`src/rtl/adc_multi_average.sv`:
```
`default_nettype none
// ============================================================================
//  Module   : adc_multi_average
//  Brief    : Block averager for NUM_CH parallel ADC channels. Sums 2^LOG2_SAMPS
//             accepted sample sets per channel, then emits the rounded
//             (half-up) mean of each channel with a one-cycle DONE pulse.
//             Supports single-shot (START) and continuous (CONT) operation.
//  Revision : 1.0 - initial release
// ============================================================================
module adc_multi_average #(
  parameter int ADC_WIDTH   = 12,
  parameter int NUM_CH      = 2,
  parameter int LOG2_SAMPS  = 10,
  parameter bit SIGNED_MODE = 1'b0
) (
  input  logic                        clk,
  input  logic                        rst_n,
  input  logic [NUM_CH*ADC_WIDTH-1:0] data_in,
  input  logic                        in_valid,
  output logic                        in_ready,
  input  logic                        start,
  input  logic                        cont,
  output logic                        busy,
  output logic [NUM_CH*ADC_WIDTH-1:0] data_out,
  output logic                        done
);

  // Accumulator is wide enough that 2^LOG2_SAMPS full-scale samples never wrap.
  localparam int ACC_W = ADC_WIDTH + LOG2_SAMPS;
  localparam logic [LOG2_SAMPS-1:0] CNT_ONE = LOG2_SAMPS'(1);

  typedef enum logic [1:0] {
    S_IDLE  = 2'd0,
    S_ACCUM = 2'd1,
    S_LATCH = 2'd2
  } state_t;

  state_t                  state;
  logic [LOG2_SAMPS-1:0]   samp_cnt;
  logic [ACC_W-1:0]        acc        [NUM_CH];
  logic [ACC_W-1:0]        sample_ext [NUM_CH];
  logic [ADC_WIDTH-1:0]    rounded    [NUM_CH];
  logic                    accept;
  logic                    last_samp;

  assign accept    = in_valid & in_ready;
  // Counter wraps to zero on the Nth accept, so all-ones marks the last sample.
  assign last_samp = &samp_cnt;

  generate
    for (genvar c = 0; c < NUM_CH; c++) begin : g_ch
      logic [ADC_WIDTH-1:0] samp;
      assign samp = data_in[c*ADC_WIDTH +: ADC_WIDTH];

      if (SIGNED_MODE) begin : g_signed
        assign sample_ext[c] = {{LOG2_SAMPS{samp[ADC_WIDTH-1]}}, samp};
      end else begin : g_unsigned
        assign sample_ext[c] = {{LOG2_SAMPS{1'b0}}, samp};
      end

      // Adding 2^(LOG2_SAMPS-1) before the shift only carries into the kept
      // bits when bit LOG2_SAMPS-1 is set, so the round-half-up shift reduces
      // to "upper bits plus that bit". Modulo-2^ADC_WIDTH arithmetic gives the
      // arithmetic-shift result in signed mode as well.
      assign rounded[c] = acc[c][ACC_W-1:LOG2_SAMPS]
                        + {{(ADC_WIDTH-1){1'b0}}, acc[c][LOG2_SAMPS-1]};
    end
  endgenerate

  // Control FSM with accumulators, counter and all registered outputs.
  always_ff @(posedge clk or negedge rst_n) begin
    if (!rst_n) begin
      state    <= S_IDLE;
      samp_cnt <= '0;
      in_ready <= 1'b0;
      busy     <= 1'b0;
      done     <= 1'b0;
      data_out <= '0;
      for (int c = 0; c < NUM_CH; c++) begin
        acc[c] <= '0;
      end
    end else begin
      done <= 1'b0;
      case (state)
        S_IDLE: begin
          if (start || cont) begin
            state    <= S_ACCUM;
            in_ready <= 1'b1;
            busy     <= 1'b1;
            samp_cnt <= '0;
            for (int c = 0; c < NUM_CH; c++) begin
              acc[c] <= '0;
            end
          end
        end

        S_ACCUM: begin
          if (accept) begin
            samp_cnt <= samp_cnt + CNT_ONE;
            for (int c = 0; c < NUM_CH; c++) begin
              acc[c] <= acc[c] + sample_ext[c];
            end
            if (last_samp) begin
              state    <= S_LATCH;
              in_ready <= 1'b0;
            end
          end
        end

        S_LATCH: begin
          // Result is published here; START is deliberately not looked at.
          done <= 1'b1;
          for (int c = 0; c < NUM_CH; c++) begin
            data_out[c*ADC_WIDTH +: ADC_WIDTH] <= rounded[c];
          end
          if (cont) begin
            state    <= S_ACCUM;
            in_ready <= 1'b1;
            samp_cnt <= '0;
            for (int c = 0; c < NUM_CH; c++) begin
              acc[c] <= '0;
            end
          end else begin
            state <= S_IDLE;
            busy  <= 1'b0;
          end
        end

        default: begin
          state    <= S_IDLE;
          in_ready <= 1'b0;
          busy     <= 1'b0;
        end
      endcase
    end
  end

endmodule
`default_nettype wire

```
`config.mk`:
```
export PLATFORM = sky130hd
export DESIGN_NAME = adc_multi_average
export DESIGN_NICKNAME = d
export VERILOG_FILES = /design/src/rtl/adc_multi_average.sv
export SDC_FILE = /design/constraint.sdc
export NUM_CORES = 1
export LEC_CHECK = 0
export CORE_MARGIN = 1
export CORE_UTILIZATION = 55
export CTS_BUF_LIST = sky130_fd_sc_hd__clkbuf_4 sky130_fd_sc_hd__clkbuf_8 sky130_fd_sc_hd__clkbuf_16
export DETAILED_ROUTE_END_ITERATION = 16
export PLACE_DENSITY_LB_ADDON = 0.1
export SETUP_SLACK_MARGIN = 0.2
export SLEW_MARGIN = 10
export SYNTH_ARGS = -nofsm -noshare
export SYNTH_HDL_FRONTEND = slang
export SYNTH_SLANG_ARGS = --single-unit
```
`constraint.sdc`:
```
create_clock -name clk -period 2.98 [get_ports clk]
set_clock_uncertainty 0.2 [all_clocks]
set_input_delay 0.894 -clock clk [delete_from_list [all_inputs] [get_ports clk]]
set_output_delay 0.894 -clock clk [all_outputs]
set_load 0.05 [all_outputs]
```
==> results.py, run 1 <==
metrics = {
    "yosys": {
        "synth.top_cell.area_share_pct": 43.66,
        "ys_types": 52,
        "yosysMostFrequentCell": "dfrtp_1",
        "synth_edf_count": 0,
        "syn_nets": 555,
        "ys_top_cells_by_area": "dfrtp_1 (44%), ha_1 (7.6%), xnor2_1 (5.9%)",
        "synth_top_area_cell": "dfrtp_1",
        "synth_seq_area_share_pct": 43.66,
        "syn_avg_cell_area_um2": 9.610,
        "yosysWarningCount": 0,
        "synth_area_um2": 4757,
        "ys_async_sr_fraction_pct": 100.0,
        "synth_flop_cell": "dfrtp_1",
        "ys_ff_latch": 83,
        "yosys-top-cells-count": "dfrtp_1 (83), nand2_1 (54), nor2_1 (49)",
        "synth_cells": 495,
    },
    "routing": {
        "wl_per_cell_um": 15.80,
        "avgViaCountPerCell": 5.709,
        "totalWireLength_mm": 11.33,
        "drc": 0,
        "drtPass1Iterations": 4,
        "vias": 4093,
        "first_iter_violations": 142,
        "detail-route-antenna-nets": 0,
    },
    "power": {
        "power.density_nw_per_um2": 710.6,
        "clockPowerShare_pct": 16.3,
        "swShare_pct": 41.12,
        "p_leak_nw": 2.834,
        "p_int_mw": 2.691,
        "p_sw_mw": 1.880,
        "ir_worst_vdd_mv": 0.4996,
        "seqPwrFrac_pct": 33.8,
        "p_comb_share_pct": 50.0,
    },
    "layout": {
        "area_growth_pct": 35.22,
        "nNetsFinal": 667,
        "layout-drive-gt1-share_pct": 24.18,
        "fin_util_pct": 77.51,
        "diodes": 0,
    },
    "placed_design": {
        "dp_hpwl_mm": 7.655,
        "dp_slack_ns": -0.6310,
        "port_buffers": 55,
        "finalWeightedCongestion": 0.8234,
    },
    "sta": {
        "timing.final.ws_setup_ns": 0.1896,
        "period_share_pct": 93.64,
        "max_clock_freq_ghz": 0.3584,
        "drv_slew": 0,
        "tightest_slew_ns": 0.6026,
        "rsz0062_at_grt": "true",
        "period_minus_slack_ns": 2.790,
        "finalHoldViolCount": 0,
        "setup_viol_count_final": 0,
        "timing.slew.headroom_pct": 59.83,
    },
    "worst_setup_path": {
        "cp_cell_sequence": "clkdlybuf4s50_1, ha_2, o21a_1, nor2_2, a31oi_4, a21o_1, a211o_1, a32o_1",
        "critPathRequiredTime_ns": 3.01,
        "cpPeakStageDelay_ns": 0.47,
        "worstPathBufferInverterCount": 1,
        "criticalPathCategory": "in2reg",
        "worstSetupStartpointType": "input pin",
        "path_delay_family": "compound AO/OA/AOI/OAI gates",
        "worst-path-max-fanout": 3,
        "cp_slowest_cell": "clkdlybuf4s50_1",
        "cp.arrival_ns": 2.82,
        "endpoint_kind": "flip-flop",
    },
    "die": {
        "io_pins": 56,
        "initial_core_util_pct": 57.32,
        "fp-row-count": 33,
        "die_h_um": 95,
        "core_area_um2": 8299,
        "die_area_um2": 9025,
        "die_x_um": 95,
    },
    "clock_tree": {
        "hold_buffers": 0,
        "clk_pin_slew_worst_paths_ns": 0.08,
        "tritoncts": "done",
        "cts_buffer_depth": 2,
        "htree_levels": 3,
        "clock_latency_ns": 0.36,
        "root_buffer": "clkbuf_8",
        "cts_buffers": 9,
        "cts.sinks": 83,
    },
    "outcome": {
        "status": "completed",
    },
    "job": {
        "maxCapViolCount": 0,
    },
    "global_route": {
        "grt_max_degree": 45,
        "grt_use_total_pct": 26.65,
        "grt_antenna_before_repair": 0,
        "grt_pass1_wl_mm": 18.68,
        "overflow": 0,
        "grt_pass1_vias": 4089,
    },
    "min_path": {
        "worstHoldPathType": "reg2reg",
    },
}
final timing paths:
| path | start | end | slack [ns] | depth (start not counted) |
|---|---|---|---|---|
| setup / recovery | data_in[18] | acc[10]$_DFFE_PN0P_ | 0.19 | 8 |
| hold / removal | data_out[11]$_DFFE_PN0P_ | data_out[11]$_DFFE_PN0P_ | 0.28 | 2 |
| setup reg to reg | acc[22]$_DFFE_PN0P_ | acc[40]$_DFFE_PN0P_ | 0.40 | 10 |
| hold reg to reg | data_out[11]$_DFFE_PN0P_ | data_out[11]$_DFFE_PN0P_ | 0.28 | 2 |
| max in group asynchronous | rst_n | acc[10]$_DFFE_PN0P_ | 1.55 | 2 |
| min in group asynchronous | rst_n | data_out[6]$_DFFE_PN0P_ | 0.34 | 1 |
timing repair:
item,CTS,global route
pin swaps,31,21
endpoints found under the setup margin,28,27
buffers inserted,7,2
resized for setup,48,35
final cells by class:
class / count / area [um2]
clock buffers: 9 / 123.9
clock inverters: 7 / 50.05
fillers: 543 / 1867
inverters: 13 / 48.80
multi-input cells: 380 / 2967
flip-flops and latches: 83 / 2077
well taps: 105 / 131.4
repair buffers: 120 / 1035
metal layers:
metal | share of wire, % | vias up | track usage (%)
met5 | 0 | - | 0
met4 | 1.6 | 0 | 8.333
met3 | 2.6 | 15 | 3.543
met2 | 51 | 89 | 48.08
met1 | 44 | 2008 | 32.80
li1 | - | 1981 | -
logic make-up (layout without fill, tap and decap cells):
logic type	Yosys count	after routing	synth area share, %
and+or+nand+nor	164	164	15.83
AOI/OAI and AO/OA	124	124	17.86
DFF	83	83	43.66
xor gates and xnor gates	54	54	9.942
buffers and inverters	32	149	2.630
adders and majority gates	31	31	8.469
muxes	7	7	1.604
state kept, by name, summed over array words and instances (netlist names):
register  cells
busy          1
done          1
state         2
data_out     24
in_ready      1
acc          44
samp_cnt     10
metrics by stage:
step | instances | power, mW | TNS, ns | hold WS [ns] | area (um2)
floorplan | 495 | 2.791 | -0.02962 | 0.2473 | 4805
global placement | 692 | 3.443 | -10.24 | 0.2640 | 5831
detailed placement | 692 | 3.512 | -11.91 | 0.2711 | 5831
CTS | 715 | 4.425 | 0 | 0.2904 | 6248
global route | 717 | 4.847 | 0 | 0.3191 | 6432
finish | 717 | 4.571 | 0 | 0.2847 | 6432
cells in the final DEF, fill, tap and decap left out, drive strengths merged, types with 5 or more instances in the layout:
master / n
dfrtp: 83
nand4: 8
a22o: 19
a21oi: 26
nand2: 54
inv: 15
clkdlybuf4s50: 36
xnor2: 32
nor2: 49
nor2b: 6
and3: 7
nand3: 14
ha: 29
mux2: 5
o21ai: 37
clkbuf: 11
nor3: 6
buf: 67
or3: 5
dlymetal6s2s: 7
a211oi: 5
dlygate4sd2: 8
xor2: 22
tightest hold or removal path, delay by kind of cell, from the launching register on:
| family | cells | cell delay, ns |
|---|---|---|
| AOI/OAI and AO/OA | 1 | 0.06 |
| DFF | 1 | 0.35 |
| and+or+nand+nor | 1 | 0.04 |
power groups by stage:
stage                     Sequential [mW]  Clock [mW]  Combinational (mW)
after floorplan                      1.66           0                1.14
after global placement               1.51           0                1.93
after detailed placement             1.52           0                1.99
after CTS                            1.52       0.753                2.15
after global routing                 1.57       0.798                2.48
final                                1.54       0.744                2.28
(Power assumes the default switching activity.)
==> run 2, diff against run 1 <==
ABC_AREA = 0   (was default)
CORE_UTILIZATION = 30   (was 55)
==> results.py, run 2 (synthesis gave the netlist of run 1 again) <==
metrics = {
    "routing": {
        "wl_met2_mm": 5.171,
        "dr_wl_met3_um": 361,
        "drc": 0,
        "drtPass1Iterations": 5,
        "detail-route-antenna-nets": 0,
        "first_iter_violations": 196,
        "totalWireLength_mm": 11.32,
        "wl_per_cell_um": 13.79,
        "top_layer": "met4",
        "wl_met1_mm": 5.579,
        "vias": 3906,
        "avgViaCountPerCell": 4.758,
    },
    "clock_tree": {
        "clk_pin_slew_worst_paths_ns": 0.06,
        "root_buffer": "clkbuf_16",
        "cts_buffers": 9,
        "hold_buffers": 0,
        "htree_levels": 3,
        "clock_latency_ns": 0.34,
        "tritoncts": "done",
        "cts_buffer_depth": 2,
        "cts.sinks": 83,
    },
    "layout": {
        "final_common_cell": "dfrtp_1",
        "final_cell_mix": "dfrtp_1 (83), buf_4 (61), nand2_1 (52), nor2_1 (45), clkdlybuf4s50_1 (34)",
        "nNetsFinal": 665,
        "reg_top3": "acc: 44 flops, data_out: 24 flops, samp_cnt: 10 flops",
        "fin_util_pct": 43.64,
        "top_register": "acc",
        "multi_input_area_um2": 2944,
        "largest_reg_flops": 44,
        "regArea_um2": 2077,
        "layout-drive-gt1-share_pct": 23.93,
        "area_growth_pct": 40.51,
        "diodes": 0,
        "fillers": 1547,
    },
    "sta": {
        "drv_slew": 0,
        "timing.slew.headroom_pct": 65.86,
        "tightest_slew_ns": 0.5105,
        "period_minus_slack_ns": 2.821,
        "setup_viol_count_final": 0,
        "finalHoldViolCount": 0,
        "rsz0062_at_grt": "true",
        "timing.final.ws_setup_ns": 0.1589,
        "max_clock_freq_ghz": 0.3545,
        "period_share_pct": 94.67,
    },
    "placed_design": {
        "dp_slack_ns": -0.6769,
        "finalWeightedCongestion": 0.7772,
        "dp_hpwl_mm": 8.274,
        "port_buffers": 55,
    },
    "global_route": {
        "grt_pass1_vias": 3913,
        "grt_antenna_before_repair": 0,
        "grt_pass1_wl_mm": 19.26,
        "grt_max_degree": 42,
        "grt_use_total_pct": 15.01,
        "overflow": 0,
    },
    "power": {
        "power_mw": 4.949,
        "ir_worst_vdd_mv": 0.3574,
        "p_leak_nw": 2.904,
        "power.density_nw_per_um2": 740.4,
    },
    "die": {
        "die_h_um": 127.9,
        "initial_core_util_pct": 31.06,
        "core_area_um2": 15310,
        "fp-row-count": 45,
        "die_x_um": 127.9,
        "io_pins": 56,
        "die_area_um2": 16360,
    },
    "worst_setup_path": {
        "critPathRequiredTime_ns": 3.05,
        "worst-path-max-fanout": 7,
        "crit_top_cell": "a31oi_2",
        "worstSetupStartpointType": "input pin",
        "cp_slowest_cell": "o32a_4",
        "endpoint_kind": "flip-flop",
        "cp_cell_sequence": "buf_6, ha_4, inv_2, fa_2, and2b_2, o31ai_4, a31oi_2, a31oi_2, o32a_4, or3_4, a21oi_2",
        "cpPeakStageDelay_ns": 0.35,
        "criticalPathCategory": "in2reg",
        "worstPathBufferInverterCount": 2,
        "cp.arrival_ns": 2.89,
        "path_delay_family": "compound AO/OA/AOI/OAI gates",
    },
    "outcome": {
        "status": "completed",
    },
    "min_path": {
        "worstHoldPathType": "reg2reg",
    },
    "job": {
        "maxCapViolCount": 0,
    },
}
## run 2: changes by cell type in the layout (fill, tap and decap cells not counted), moves of 3 or more
cell / delta
buf_4: -5
clkbuf_16: +9
clkbuf_8: -9
ha_1: +3
ha_4: -3
o21ai_0: +3
## run 2: per-stage QoR
| stage | setup TNS (ns) | std cells | area [um2] | hold slack (ns) |
|---|---|---|---|---|
| after floorplan | -0.02962 | 495 | 4805 | 0.2473 |
| after global placement | -12.32 | 800 | 5991 | 0.2628 |
| after detailed placement | -13.15 | 800 | 5991 | 0.2696 |
| after CTS | 0 | 819 | 6505 | 0.2831 |
| after global routing | 0 | 821 | 6684 | 0.3102 |
| final | 0 | 821 | 6684 | 0.2746 |
## run 2: worst paths after layout
| path | start | to | slack, ns | cells past startpoint |
|---|---|---|---|---|
| setup / recovery | data_in[0] | acc[40]$_DFFE_PN0P_ | 0.16 | 11 |
| min in group asynchronous | rst_n | data_out[7]$_DFFE_PN0P_ | 0.29 | 1 |
| hold reg to reg | data_out[4]$_DFFE_PN0P_ | data_out[4]$_DFFE_PN0P_ | 0.27 | 2 |
| hold / removal | data_out[4]$_DFFE_PN0P_ | data_out[4]$_DFFE_PN0P_ | 0.27 | 2 |
| max in group asynchronous | rst_n | acc[24]$_DFFE_PN0P_ | 1.73 | 2 |
| setup reg to reg | acc[22]$_DFFE_PN0P_ | acc[40]$_DFFE_PN0P_ | 0.36 | 10 |
## run 2: cell type report
class                      count  area share, %
clock buffer                  10          3.482
clock inverter                 6          1.348
inverter                      13         0.7301
multi-input combinational    380          44.05
sequential                    83          31.07
tap                          211          3.950
timing repair buffer         118          15.37
## run 2: per-layer routing
| metal | up-vias | GRT usage (%) |
|---|---|---|
| li1 | 1975 | - |
| met1 | 1852 | 20.06 |
| met2 | 64 | 23.79 |
| met3 | 15 | 2.755 |
| met4 | 0 | 6.436 |
| met5 | - | 0 |
## run 2: power by group
group | switching, mW | internal [mW]
combinational | 1.19 | 1.02
clock | 0.476 | 0.745
sequential | 0.199 | 1.33
total | 1.86 | 3.09
## run 2: worst reg2reg max path, delay by kind of cell, from the launching register on
kind            cells  cell delay [ns]
fa+ha+maj           2             0.48
flops               1             0.39
buf+inv             1             0.03
simple gates        2             0.59
compound gates      5             0.85
## run 2: timing repair
item,CTS,global route
gates resized for setup,53,36
pin swaps,38,29
setup endpoints to repair,29,26
buffers inserted,3,2
